$ cat config.mk
export PLATFORM = sky130hd
export DESIGN_NAME = reg_file_sb
export DESIGN_NICKNAME = d
export VERILOG_FILES = /design/src/rtl/reg_file_sb.sv
export SDC_FILE = /design/constraint.sdc
export NUM_CORES = 1
export LEC_CHECK = 0
export CAP_MARGIN = 5
export CORE_MARGIN = 2
export CORE_UTILIZATION = 50
export DETAILED_ROUTE_END_ITERATION = 7
export GPL_TIMING_DRIVEN = 0
export PLACE_DENSITY = 0.72
export SYNTH_ARGS = -nofsm -noshare
export SYNTH_HDL_FRONTEND = slang
export SYNTH_SLANG_ARGS = --single-unit
$ cat constraint.sdc
create_clock -name CLK -period 4.4 [get_ports CLK]
set_input_delay 0.88 -clock CLK [delete_from_list [all_inputs] [get_ports CLK]]
set_output_delay 0.88 -clock CLK [all_outputs]
set_load 0.01 [all_outputs]
$ cat src/rtl/reg_file_sb.sv
// -----------------------------------------------------------------------------
// reg_file_sb
//
// Register file with an integrated scoreboard for the decode/writeback stages
// of the pipelined CPU. Two asynchronous read ports, one synchronous write
// port, and a pending bit per register. Decode reserves a destination,
// writeback clears the reservation, and STALL is raised while either operand
// being read still waits on an in-flight result.
//
// Optional feature macro: REGFILE_BYPASS_EN
//   Defined   : a write in flight forwards IN to a read port that selects
//               INADDRESS (unless RESERVE retargets that same register in the
//               same cycle), and that port reports not busy.
//   Undefined : reads see only committed array/scoreboard state.
//
// Parameters
//   DATA_WIDTH    register width in bits (signed data)
//   ADDR_WIDTH    address width, NUM_REGS = 2**ADDR_WIDTH
//
// Ports
//   CLK           system clock, all state changes on posedge
//   RESET         synchronous active-high reset
//   IN            signed write data
//   INADDRESS     write register select
//   WRITE         write enable
//   OUT1ADDRESS   read port 1 select
//   OUT2ADDRESS   read port 2 select
//   RESERVE       mark RESADDRESS pending
//   RESADDRESS    register to reserve
//   OUT1, OUT2    signed read data
//   BUSY1, BUSY2  selected register is pending
//   STALL         BUSY1 | BUSY2
//   PENDING_COUNT number of pending registers, 0..NUM_REGS
// -----------------------------------------------------------------------------
module reg_file_sb #(
   parameter int DATA_WIDTH = 8,
   parameter int ADDR_WIDTH = 3
) (
   input  logic                         CLK,
   input  logic                         RESET,
   input  logic signed [DATA_WIDTH-1:0] IN,
   input  logic        [ADDR_WIDTH-1:0] INADDRESS,
   input  logic                         WRITE,
   input  logic        [ADDR_WIDTH-1:0] OUT1ADDRESS,
   input  logic        [ADDR_WIDTH-1:0] OUT2ADDRESS,
   input  logic                         RESERVE,
   input  logic        [ADDR_WIDTH-1:0] RESADDRESS,
   output logic signed [DATA_WIDTH-1:0] OUT1,
   output logic signed [DATA_WIDTH-1:0] OUT2,
   output logic                         BUSY1,
   output logic                         BUSY2,
   output logic                         STALL,
   output logic        [ADDR_WIDTH:0]   PENDING_COUNT
);

   localparam int NUM_REGS = 2 ** ADDR_WIDTH;

   logic signed [DATA_WIDTH-1:0] regs_q [NUM_REGS];
   logic signed [DATA_WIDTH-1:0] regs_d [NUM_REGS];
   logic        [NUM_REGS-1:0]   pend_q;
   logic        [NUM_REGS-1:0]   pend_d;
   logic        [ADDR_WIDTH:0]   cnt_q;
   logic        [ADDR_WIDTH:0]   cnt_d;
   logic                         inc_s;
   logic                         dec_s;
   logic                         byp1_s;
   logic                         byp2_s;

   // Next-state for the array and the scoreboard bits.
   always_comb begin
      regs_d = regs_q;
      pend_d = pend_q;
      if (WRITE) begin
         regs_d[INADDRESS] = IN;
         pend_d[INADDRESS] = 1'b0;
      end else begin
         pend_d = pend_q;
      end
      // Applied after the write so a same-address reserve keeps the bit set:
      // the new producer owns the register.
      if (RESERVE) begin
         pend_d[RESADDRESS] = 1'b1;
      end else begin
         pend_d = pend_d;
      end
   end

   // Counter tracks popcount incrementally: at most one rise (reserve) and one
   // fall (write) per cycle, so it can never leave 0..NUM_REGS.
   always_comb begin
      inc_s = RESERVE & pend_d[RESADDRESS] & ~pend_q[RESADDRESS];
      dec_s = WRITE & pend_q[INADDRESS] & ~pend_d[INADDRESS];
      cnt_d = cnt_q + {{ADDR_WIDTH{1'b0}}, inc_s} - {{ADDR_WIDTH{1'b0}}, dec_s};
   end

   // State registers with synchronous reset overriding write and reserve.
   always_ff @(posedge CLK) begin
      if (RESET) begin
         for (int i = 0; i < NUM_REGS; i++) begin
            regs_q[i] <= {DATA_WIDTH{1'b0}};
         end
         pend_q <= {NUM_REGS{1'b0}};
         cnt_q  <= {(ADDR_WIDTH+1){1'b0}};
      end else begin
         for (int i = 0; i < NUM_REGS; i++) begin
            regs_q[i] <= regs_d[i];
         end
         pend_q <= pend_d;
         cnt_q  <= cnt_d;
      end
   end

   // Forwarding select: only when the in-flight write is not immediately
   // re-reserved, otherwise the reader must still wait for the newer producer.
   always_comb begin
`ifdef REGFILE_BYPASS_EN
      byp1_s = WRITE & ~(RESERVE & (RESADDRESS == INADDRESS)) & (OUT1ADDRESS == INADDRESS);
      byp2_s = WRITE & ~(RESERVE & (RESADDRESS == INADDRESS)) & (OUT2ADDRESS == INADDRESS);
`else
      byp1_s = 1'b0;
      byp2_s = 1'b0;
`endif
   end

   // Asynchronous read ports with optional forwarding.
   always_comb begin
      if (byp1_s) begin
         OUT1  = IN;
         BUSY1 = 1'b0;
      end else begin
         OUT1  = regs_q[OUT1ADDRESS];
         BUSY1 = pend_q[OUT1ADDRESS];
      end
      if (byp2_s) begin
         OUT2  = IN;
         BUSY2 = 1'b0;
      end else begin
         OUT2  = regs_q[OUT2ADDRESS];
         BUSY2 = pend_q[OUT2ADDRESS];
      end
      STALL         = BUSY1 | BUSY2;
      PENDING_COUNT = cnt_q;
   end

endmodule

==> tab_implementation.tex, run 1 <==
\begin{tabular}{lr}
\hline
Metric & Value \\
\hline
\multicolumn{2}{l}{\textbf{Outcome}} \\
\quad Run status & finished, final reports clean \\
\multicolumn{2}{l}{\textbf{Floorplan}} \\
\quad Number of placed I/O pins & 47 \\
\quad Die outline area & 8990 um2 \\
\quad Floorplan Core Area & 8090 um2 \\
\quad Horizontal die dimension & 94.8 um \\
\quad Number of core rows & 33 \\
\quad Vertical die dimension & 94.8 um \\
\quad Starting density of the core & 0.510 \\
\multicolumn{2}{l}{\textbf{Pwr}} \\
\quad Total chip power & 1.52 mW \\
\quad Sequential fraction of design power & 0.484 \\
\quad Static Leak & 1.56 nW \\
\quad Part of the power in combinational logic & 0.170 \\
\quad Cell internal pwr & 1.10 mW \\
\quad Cell area power density & 324 nW/um2 \\
\quad Switching power of the nets & 0.425 mW \\
\quad Switching share of total power & 0.279 \\
\quad Clock Power Share & 0.347 \\
\quad Worst vdd rail ir drop & 0.150 mV \\
\multicolumn{2}{l}{\textbf{Worst setup path}} \\
\quad CP Cell Sequence & clkbuf\_1 > buf\_2 > mux4\_2 > mux2\_2 > clkdlybuf4s50\_1 \\
\quad Worst setup SP type & primary input \\
\quad Critical-path top delay cell & clkbuf\_1 \\
\quad Kind of cell adding the most delay to the critical path & buffers and inverters \\
\quad Endpoint arrival time on the critical path & 3.25 ns \\
\quad CP peak stage delay & 0.58 ns \\
\quad Maximum net fanout on the critical path & 10 \\
\quad Startpoint of the worst register-to-register path & pend\_q[2]\$\_SDFF\_PP0\_ \\
\quad Setup slack, reg-to-reg & 1.89 ns \\
\quad Number of cells traversed by the worst register-to-register path & 10 \\
\quad Worst r2r dst & PENDING\_COUNT[2]\$\_SDFF\_PP0\_ \\
\quad Buffers and inverters on the worst path & 3 \\
\quad Classification of the worst setup path & in -> out \\
\quad Worst path required time & 3.52 ns \\
\quad Sort of element at the end of the critical path & primary output \\
\multicolumn{2}{l}{\textbf{Finish}} \\
\quad Area Overhead vs Synth & 13.9\% \\
\quad Filler-free cell count of the finished design & 596 \\
\quad Fill cells & 738 \\
\quad Final cell area excluding filler cells & 4700 um2 \\
\quad Flip-flop and latch area & 1520 um2 \\
\quad Final nets & 515 \\
\quad Post-layout utilization of the core & 0.580 \\
\quad Antenna diode instance count & 0 \\
\quad Multi-input logic area & 2420 um2 \\
\quad Fraction of final layout cells sized beyond drive strength 1 & 0.161 \\
\multicolumn{2}{l}{\textbf{Synth}} \\
\quad Syn\_nets & 479 \\
\quad Cell count after synthesis & 450 \\
\quad Top cells by area, synth & dfxtp\_1 (37\%), mux4\_2 (21\%), nand2\_1 (12\%) \\
\quad Yosys cell types & 40 \\
\quad \#FFs+latches synth & 76 \\
\quad Cell types with the highest counts after synthesis & nand2\_1 (133), dfxtp\_1 (76), a21oi\_1 (66), mux4\_2 (38), clkbuf\_1 (22) \\
\quad Largest area contributor in the synthesized netlist & dfxtp\_1 \\
\quad Number of warnings printed during yosys synthesis & 0 \\
\quad Number of synthesized flops with an enable pin & 0 \\
\quad Prevailing post-synth register cell & dfxtp\_1 \\
\quad Most frequently used cell type in the post-synthesis netlist & nand2\_1 \\
\quad Proportion of netlist area held by the largest area contributor & 0.369 \\
\quad Sequential share of the synthesized area & 0.369 \\
\quad Syn Std Cell Area & 4120 um2 \\
\quad Post-synthesis async set-or-reset flop share & 0 \\
\quad Average cell area after synthesis & 9.16 um2 \\
\multicolumn{2}{l}{\textbf{Routing}} \\
\quad \# DRC & 0 \\
\quad Detailed-route vias per instance & 6.12 \\
\quad Routed length per placed instance & 18.8 um \\
\quad Count of vias placed by the detailed router & 3647 \\
\quad First-pass iteration count of the detailed router & 8 \\
\quad First DRT Iteration DRCs & 336 \\
\quad Total Routed Length & 11200 um \\
\quad Count of nets left with antenna violations after detail routing & 0 \\
\multicolumn{2}{l}{\textbf{GRT}} \\
\quad Antenna violations before repair & 0 \\
\quad Number of global-route vias before repair & 3310 \\
\quad Congestion Overflow GR & 0 \\
\quad Pin count of the biggest net entering global routing & 14 \\
\quad Global-route wire length before repair & 17500 um \\
\quad Total GRT Usage & 0.260 \\
\multicolumn{2}{l}{\textbf{Placement}} \\
\quad Number of port buffers & 25 \\
\quad Pre-CTS setup slack & 0.199 ns \\
\quad Placed Cells & 580 \\
\quad Post-DP HPWL & 7980 um \\
\quad Final estimated routing congestion in global placement & 0.973 \\
\quad Placed Instance Area & 4510 um2 \\
\multicolumn{2}{l}{\textbf{STA}} \\
\quad Final Hold Vio Count & 0 \\
\quad Transition at the pin with the smallest max-transition slack & 1.01 ns \\
\quad Setup-failing EPs final & 0 \\
\quad Total negative slack & 0 ns \\
\quad Fin Hold WS & 0.468 ns \\
\quad Worst Skew & 0.00169 ns \\
\quad Min Tclk post-route & 4.13 ns \\
\quad Max\_slew headroom & 0.322 \\
\quad Final period util & 0.939 \\
\quad Setup slack of the critical path after layout & 0.267 ns \\
\quad Setup repair after global routing missed its margin & false \\
\quad Highest Clock Rate & 242 MHz \\
\quad Final Max Slew Viols & 0 \\
\multicolumn{2}{l}{\textbf{Hold path}} \\
\quad Worst min-delay path category & reg -> reg \\
\quad Worst Hold End & regs\_q[26]\$\_SDFFE\_PP0P\_ \\
\quad Cell count of the worst hold path & 2 \\
\quad Hold path startpoint & regs\_q[26]\$\_SDFFE\_PP0P\_ \\
\multicolumn{2}{l}{\textbf{Clock tree}} \\
\quad Resize count post-CTS & 0 \\
\quad Post-cts hold buffer count & 0 \\
\quad Number of clock buffers inserted by TritonCTS & 9 \\
\quad TritonCTS Sinks & 76 \\
\quad Clock input transition at the sequential cells of the worst setup and hold paths & 0.09 ns \\
\quad Setup Buffers After CTS & 0 \\
\quad Later-pin clock latency in the skew report & 0.35 ns \\
\quad Master cell of the clock root buffer & clkbuf\_8 \\
\quad Clock tree from TritonCTS & yes \\
\quad Buffer depth of the longest clock path & 2 \\
\quad Total number of H-tree levels & 3 \\
\multicolumn{2}{l}{\textbf{Job}} \\
\quad Number of max-cap violations & 0 \\
\hline
\end{tabular}
==> power groups by stage <==
stage	combinational (mW)	sequential (mW)	clock (mW)
finish	0.258	0.736	0.527
detailed placement	0.256	0.752	0
global placement	0.252	0.750	0
CTS	0.257	0.736	0.532
global route	0.281	0.740	0.563
floorplan	0.171	0.752	0
==> flip-flops by register name, indices dropped and copies added (netlist names) <==
register / flops
regs_q: 64
pend_q: 8
PENDING_COUNT: 4
==> layer usage <==
metal	GRT usage	vias up	share of wire
met1	0.377	1751	0.42
met2	0.398	207	0.47
met5	0	-	0
li1	-	1668	-
met4	0.0942	0	0.017
met3	0.0383	21	0.091
==> worst register-to-register path, delay by kind of cell, from the launching register on <==
kind	cells	cell delay [ns]
AOI/OAI and AO/OA	2	0.56
xor gates and xnor gates	1	0.14
adders and majority gates	3	0.83
buffers and inverters	2	0.12
DFF	1	0.36
and+or+nand+nor	2	0.38
==> placed cells by master, fill, tap and decap left out, types with 2 or more instances in the layout <==
| master | n |
|---|---|
| mux4_2 | 38 |
| nor3_1 | 3 |
| a32oi_1 | 4 |
| nand4_1 | 4 |
| xor2_1 | 3 |
| mux2i_1 | 2 |
| mux2_1 | 2 |
| nor2_1 | 16 |
| or2_1 | 2 |
| a22o_1 | 2 |
| buf_1 | 11 |
| ha_1 | 4 |
| clkbuf_1 | 23 |
| nand3_1 | 4 |
| nand2_1 | 133 |
| dfxtp_1 | 76 |
| inv_1 | 6 |
| buf_2 | 5 |
| clkinv_2 | 2 |
| nand2b_1 | 3 |
| clkbuf_8 | 9 |
| mux2_2 | 18 |
| clkinvlp_4 | 2 |
| nor2b_1 | 8 |
| clkdlybuf4s50_1 | 25 |
| a21oi_1 | 66 |
==> worst max path at each step <==
stage,startpoint,endpoint,slack (ns),cells past startpoint
2_1_floorplan,INADDRESS[2],PENDING_COUNT[2]$_SDFF_PP0_,0.96,13
3_3_place_gp,INADDRESS[2],PENDING_COUNT[3]$_SDFF_PP0_,0.22,14
3_5_place_dp,INADDRESS[2],PENDING_COUNT[2]$_SDFF_PP0_,0.20,14
4_1_cts,OUT1ADDRESS[1],OUT1[2],0.23,5
5_1_grt,OUT1ADDRESS[0],OUT1[5],0.16,5
6_report,OUT2ADDRESS[0],OUT2[6],0.27,5
==> kinds of logic after synthesis <==
| kind of cell | count (synthesis) | synth area share |
|---|---|---|
| AOI/OAI and AO/OA | 81 | 0.111 |
| and+or+nand+nor | 178 | 0.182 |
| muxes | 60 | 0.267 |
| adders and majority gates | 5 | 0.0170 |
| DFF | 76 | 0.369 |
| buffers and inverters | 46 | 0.0452 |
| xor gates and xnor gates | 4 | 0.00850 |
==> area by class of cell <==
| cell class | count | share of cell area |
|---|---|---|
| Multi-Input combinational cell | 328 | 0.514 |
| Sequential cell | 76 | 0.324 |
| Timing Repair Buffer | 25 | 0.0533 |
| Buffer | 39 | 0.0341 |
| Tap cell | 105 | 0.0280 |
| Clock buffer | 10 | 0.0272 |
| Clock inverter | 6 | 0.0136 |
| Inverter | 7 | 0.00559 |
Power figures use the tool's default switching activity.
==> inputs of run 2 (changes only) <==
Settings changed: CORE_ASPECT_RATIO set to 0.6.
==> run 2 against run 1 <==
Compared with the run above: via count about the same; count of clock-buffer cells in the layout is 1 higher; utilization grew 2.9 points; largest cell class unchanged; final cell count up 0.34%; wire length is 11% higher.
==> tab_implementation.tex, run 2 (synthesis gave the netlist of run 1 again) <==
\begin{tabular}{lr}
\hline
Metric & Value \\
\hline
\multicolumn{2}{l}{\textbf{STA}} \\
\quad Setup-failing EPs final & 0 \\
\quad Min Tclk post-route & 4.29 ns \\
\quad Final Hold Vio Count & 0 \\
\quad Highest Clock Rate & 233 MHz \\
\quad Total negative slack & 0 ns \\
\quad Transition at the pin with the smallest max-transition slack & 1.36 ns \\
\quad Final period util & 0.976 \\
\quad Setup slack of the critical path after layout & 0.106 ns \\
\quad Final Max Slew Viols & 0 \\
\quad Worst Skew & 0.00251 ns \\
\quad Max\_slew headroom & 0.0873 \\
\quad Fin Hold WS & 0.468 ns \\
\quad Setup repair after global routing missed its margin & false \\
\multicolumn{2}{l}{\textbf{Floorplan}} \\
\quad Number of core rows & 25 \\
\quad Die outline area & 9010 um2 \\
\quad Starting density of the core & 0.519 \\
\quad Floorplan Core Area & 7950 um2 \\
\quad Vertical die dimension & 74.3 um \\
\quad Number of placed I/O pins & 47 \\
\quad Horizontal die dimension & 121 um \\
\multicolumn{2}{l}{\textbf{Routing}} \\
\quad Detailed-route vias per instance & 6.10 \\
\quad Count of nets left with antenna violations after detail routing & 0 \\
\quad Count of vias placed by the detailed router & 3649 \\
\quad First-pass iteration count of the detailed router & 5 \\
\quad Total Routed Length & 12400 um \\
\quad Routed length per placed instance & 20.7 um \\
\quad \# DRC & 0 \\
\quad First DRT Iteration DRCs & 399 \\
\multicolumn{2}{l}{\textbf{Worst setup path}} \\
\quad Sort of element at the end of the critical path & primary output \\
\quad Classification of the worst setup path & in -> out \\
\quad Dominant cell type by count on the critical path & clkbuf\_1 \\
\quad Worst setup SP type & primary input \\
\quad Buffers and inverters on the worst path & 3 \\
\quad Worst path required time & 3.52 ns \\
\quad Maximum net fanout on the critical path & 10 \\
\quad CP peak stage delay & 0.72 ns \\
\quad CP Cell Sequence & clkbuf\_1 > clkbuf\_1 > mux4\_2 > mux2\_2 > clkdlybuf4s50\_1 \\
\quad Critical-path top delay cell & clkbuf\_1 \\
\quad Endpoint arrival time on the critical path & 3.41 ns \\
\quad Kind of cell adding the most delay to the critical path & buffers and inverters \\
\multicolumn{2}{l}{\textbf{Finish}} \\
\quad Area Overhead vs Synth & 17.4\% \\
\quad Highest-count cells in the layout ignoring fill and taps & nand2\_1 (133), dfxtp\_1 (76), a21oi\_1 (66) \\
\quad Fill cells & 711 \\
\quad Final nets & 515 \\
\quad Fraction of final layout cells sized beyond drive strength 1 & 0.163 \\
\quad Register with the most flip-flops & regs\_q \\
\quad Final cell area excluding filler cells & 4840 um2 \\
\quad Filler-free cell count of the finished design & 598 \\
\quad Commonest non-fill, non-tap cell in the layout & nand2\_1 \\
\quad Antenna diode instance count & 0 \\
\quad Post-layout utilization of the core & 0.609 \\
\quad Max reg flops & 64 \\
\multicolumn{2}{l}{\textbf{Placement}} \\
\quad Number of port buffers & 25 \\
\quad Pre-CTS setup slack & 0.0880 ns \\
\quad Final estimated routing congestion in global placement & 0.905 \\
\quad Placed Instance Area & 4510 um2 \\
\quad Placed Cells & 583 \\
\quad Post-DP HPWL & 8450 um \\
\multicolumn{2}{l}{\textbf{Pwr}} \\
\quad Worst vdd rail ir drop & 0.205 mV \\
\quad Total chip power & 1.80 mW \\
\quad Static Leak & 1.63 nW \\
\quad Cell area power density & 373 nW/um2 \\
\multicolumn{2}{l}{\textbf{Clock tree}} \\
\quad Clock input transition at the sequential cells of the worst setup and hold paths & 0.05 ns \\
\quad Number of clock buffers inserted by TritonCTS & 9 \\
\quad Buffer depth of the longest clock path & 2 \\
\quad Clock tree from TritonCTS & yes \\
\quad Master cell of the clock root buffer & clkbuf\_16 \\
\quad Post-cts hold buffer count & 0 \\
\quad Total number of H-tree levels & 3 \\
\quad TritonCTS Sinks & 76 \\
\quad Setup Buffers After CTS & 0 \\
\quad Resize count post-CTS & 0 \\
\quad Later-pin clock latency in the skew report & 0.33 ns \\
\multicolumn{2}{l}{\textbf{GRT}} \\
\quad Global-route wire length before repair & 18900 um \\
\quad Total GRT Usage & 0.290 \\
\quad Number of global-route vias before repair & 3466 \\
\quad Antenna violations before repair & 0 \\
\quad Congestion Overflow GR & 0 \\
\quad Pin count of the biggest net entering global routing & 13 \\
\multicolumn{2}{l}{\textbf{Outcome}} \\
\quad Run status & finished, final reports clean \\
\multicolumn{2}{l}{\textbf{Job}} \\
\quad Number of max-cap violations & 0 \\
\multicolumn{2}{l}{\textbf{Hold path}} \\
\quad Worst min-delay path category & reg -> reg \\
\hline
\end{tabular}
## run 2: changes by cell type in the layout (fill, tap and decap cells not counted)
cell,previous run,this run
bufinv_16,1,2
clkbuf_1,23,22
clkbuf_16,0,9
clkbuf_8,9,2
clkinv_2,2,1
clkinvlp_4,2,1
inv_6,1,0
nor3_1,3,2
nor3_2,0,1
## run 2: final cells by class
cell class | count | area [um2] | area share
multi-input cells | 328 | 2420 | 0.500
flip-flops and latches | 76 | 1520 | 0.314
clock buffers | 11 | 253 | 0.0522
repair buffers | 25 | 250 | 0.0517
plain buffers | 39 | 160 | 0.0331
well taps | 108 | 135 | 0.0279
clock inverters | 4 | 72.6 | 0.0150
inverters | 7 | 26.3 | 0.00543
## run 2: final timing paths
check | start | to | slack, ns | cells after the start
worst max register to register | pend_q[1]$_SDFF_PP0_ | PENDING_COUNT[2]$_SDFF_PP0_ | 1.85 | 11
worst min register to register | regs_q[43]$_SDFFE_PP0P_ | regs_q[43]$_SDFFE_PP0P_ | 0.47 | 2
worst min-delay path | regs_q[43]$_SDFFE_PP0P_ | regs_q[43]$_SDFFE_PP0P_ | 0.47 | 2
worst max-delay path | OUT1ADDRESS[1] | OUT1[4] | 0.11 | 5
## run 2: worst min-delay path, delay by kind of cell, from the launching register on
kind            cells  cell delay, ns
compound gates      1            0.05
simple gates        1            0.05
flops               1            0.31
## run 2: power breakdown
| group | switching, mW | total, mW | internal (mW) |
|---|---|---|---|
| clock | 0.280 | 0.803 | 0.523 |
| sequential | 0.0222 | 0.738 | 0.715 |
| combinational | 0.143 | 0.263 | 0.120 |
## run 2: metal layers
metal	vias to the layer above	track usage	part of all wire
li1	1661	-	-
met1	1765	0.398	0.41
met2	202	0.448	0.44
met3	21	0.0943	0.12
met4	0	0.0856	0.017
met5	-	0	0
==> inputs of run 3 (changes only) <==
Settings changed: CORE_ASPECT_RATIO 0.6 to 1.1, CTS_CLUSTER_SIZE set to 16.
==> run 3 against run 2 <==
Compared with the run above: worst setup slack improved by 0.063 ns; wire length decreased by 2.8%; maximum frequency increased by 1.5%; global-route usage decreased by 1.5 points; sequential cell count unchanged; power decreased by 14%; first-iteration DRC count decreased by 26%; largest cell class unchanged; non-clock buffer count unchanged; highest routed layer unchanged; sequential share of layout area increased by 0.84 points; via count increased by 0.33%; design area decreased by 2.6%.
==> tab_implementation.tex, run 3 (synthesis gave the netlist of run 1 again) <==
\begin{tabular}{lr}
\hline
Metric & Value \\
\hline
\multicolumn{2}{l}{\textbf{Outcome}} \\
\quad Run status & finished, final reports clean \\
\multicolumn{2}{l}{\textbf{Clock tree}} \\
\quad Resize count post-CTS & 0 \\
\quad Master cell of the clock root buffer & clkbuf\_8 \\
\quad Clock input transition at the sequential cells of the worst setup and hold paths & 0.07 ns \\
\quad Total number of H-tree levels & 3 \\
\quad Clock tree from TritonCTS & yes \\
\quad TritonCTS Sinks & 76 \\
\quad Post-cts hold buffer count & 0 \\
\quad Number of clock buffers inserted by TritonCTS & 9 \\
\quad Later-pin clock latency in the skew report & 0.35 ns \\
\quad Setup Buffers After CTS & 0 \\
\quad Buffer depth of the longest clock path & 2 \\
\multicolumn{2}{l}{\textbf{STA}} \\
\quad Setup slack of the critical path after layout & 0.168 ns \\
\quad Min Tclk post-route & 4.23 ns \\
\quad Max\_slew headroom & 0.330 \\
\quad Total negative slack & 0 ns \\
\quad Setup-failing EPs final & 0 \\
\quad Fin Hold WS & 0.471 ns \\
\quad Setup repair after global routing missed its margin & false \\
\quad Worst Skew & 0.00532 ns \\
\quad Final period util & 0.962 \\
\quad Final Max Slew Viols & 0 \\
\quad Transition at the pin with the smallest max-transition slack & 0.997 ns \\
\quad Highest Clock Rate & 236 MHz \\
\quad Final Hold Vio Count & 0 \\
\multicolumn{2}{l}{\textbf{Floorplan}} \\
\quad Starting density of the core & 0.518 \\
\quad Number of placed I/O pins & 47 \\
\quad Floorplan Core Area & 7960 um2 \\
\quad Number of core rows & 34 \\
\quad Horizontal die dimension & 90.6 um \\
\quad Die outline area & 8990 um2 \\
\quad Vertical die dimension & 99.3 um \\
\multicolumn{2}{l}{\textbf{GRT}} \\
\quad Global-route wire length before repair & 19000 um \\
\quad Pin count of the biggest net entering global routing & 13 \\
\quad Total GRT Usage & 0.275 \\
\quad Antenna violations before repair & 0 \\
\quad Number of global-route vias before repair & 3613 \\
\quad Congestion Overflow GR & 0 \\
\multicolumn{2}{l}{\textbf{Routing}} \\
\quad First-pass iteration count of the detailed router & 5 \\
\quad First DRT Iteration DRCs & 296 \\
\quad \# DRC & 0 \\
\quad Detailed-route vias per instance & 6.11 \\
\quad Routed length per placed instance & 20.1 um \\
\quad Count of nets left with antenna violations after detail routing & 0 \\
\quad Count of vias placed by the detailed router & 3661 \\
\quad Total Routed Length & 12000 um \\
\multicolumn{2}{l}{\textbf{Finish}} \\
\quad Commonest non-fill, non-tap cell in the layout & nand2\_1 \\
\quad Final nets & 515 \\
\quad Highest-count cells in the layout ignoring fill and taps & nand2\_1 (133), dfxtp\_1 (76), a21oi\_1 (66) \\
\quad Max reg flops & 64 \\
\quad Antenna diode instance count & 0 \\
\quad Filler-free cell count of the finished design & 599 \\
\quad Fraction of final layout cells sized beyond drive strength 1 & 0.159 \\
\quad Register with the most flip-flops & regs\_q \\
\quad Area Overhead vs Synth & 14.3\% \\
\multicolumn{2}{l}{\textbf{Pwr}} \\
\quad Cell area power density & 329 nW/um2 \\
\quad Worst vdd rail ir drop & 0.219 mV \\
\quad Total chip power & 1.55 mW \\
\quad Static Leak & 1.57 nW \\
\multicolumn{2}{l}{\textbf{Hold path}} \\
\quad Worst min-delay path category & reg -> reg \\
\multicolumn{2}{l}{\textbf{Placement}} \\
\quad Final estimated routing congestion in global placement & 0.928 \\
\quad Number of port buffers & 25 \\
\quad Post-DP HPWL & 8410 um \\
\quad Pre-CTS setup slack & 0.153 ns \\
\quad Placed Cells & 583 \\
\multicolumn{2}{l}{\textbf{Worst setup path}} \\
\quad Worst path required time & 3.52 ns \\
\quad Endpoint arrival time on the critical path & 3.35 ns \\
\quad Classification of the worst setup path & in -> out \\
\quad Sort of element at the end of the critical path & primary output \\
\quad Maximum net fanout on the critical path & 10 \\
\quad Worst setup SP type & primary input \\
\multicolumn{2}{l}{\textbf{Job}} \\
\quad Number of max-cap violations & 0 \\
\hline
\end{tabular}
-- run 3: cell count changes in the layout (fill, tap and decap cells not counted), sizes merged --
| cell | change |
|---|---|
| clkinv | -1 |
| clkinvlp | +1 |
| clkbuf | +2 |
| bufinv | -1 |
-- run 3: final cells by class --
cell class              count  area [um2]
plain buffers              39         160
clock inverters             3        45.0
repair buffers             25         250
inverters                   7        26.3
well taps                 108         135
multi-input cells         328        2420
clock buffers              13         159
fillers                   715        3240
flip-flops and latches     76        1520
-- run 3: final timing paths --
check,startpoint,end,slack [ns],depth (start not counted)
min,regs_q[36]$_SDFFE_PP0P_,regs_q[36]$_SDFFE_PP0P_,0.47,2
max,OUT2ADDRESS[1],OUT2[1],0.17,5
max reg2reg,pend_q[1]$_SDFF_PP0_,PENDING_COUNT[3]$_SDFF_PP0_,1.88,11
min reg2reg,regs_q[36]$_SDFFE_PP0P_,regs_q[36]$_SDFFE_PP0P_,0.47,2
-- run 3: metal layers --
| layer | vias to the layer above | track usage | wire length [um] | share of wire |
|---|---|---|---|---|
| li1 | 1658 | - | - | - |
| met3 | 42 | 0.0409 | 935 | 0.078 |
| met2 | 208 | 0.471 | 5850 | 0.49 |
| met5 | - | 0 | 0 | 0 |
| met1 | 1753 | 0.348 | 4790 | 0.40 |
| met4 | 0 | 0.123 | 463 | 0.038 |
-- run 3: power breakdown --
group / total (mW) / switching [mW] / internal [mW]
logic: 0.260 / 0.140 / 0.120
clock network: 0.553 / 0.259 / 0.294
registers: 0.736 / 0.0222 / 0.714
total: 1.55 / 0.421 / 1.13
-- run 3: per-stage QoR --
stage	instance area, um2	util
6_report	4710	0.592
5_1_grt	4710	0.592
4_1_cts	4710	0.592
3_5_place_dp	4510	0.567
3_3_place_gp	4510	0.567
2_1_floorplan	4120	-
-- run 3: worst max-delay path: stages --
cell	delay, ns
clkbuf_1	0.60
clkbuf_1	0.64
mux4_2	0.45
mux2_2	0.29
clkdlybuf4s50_1	0.48
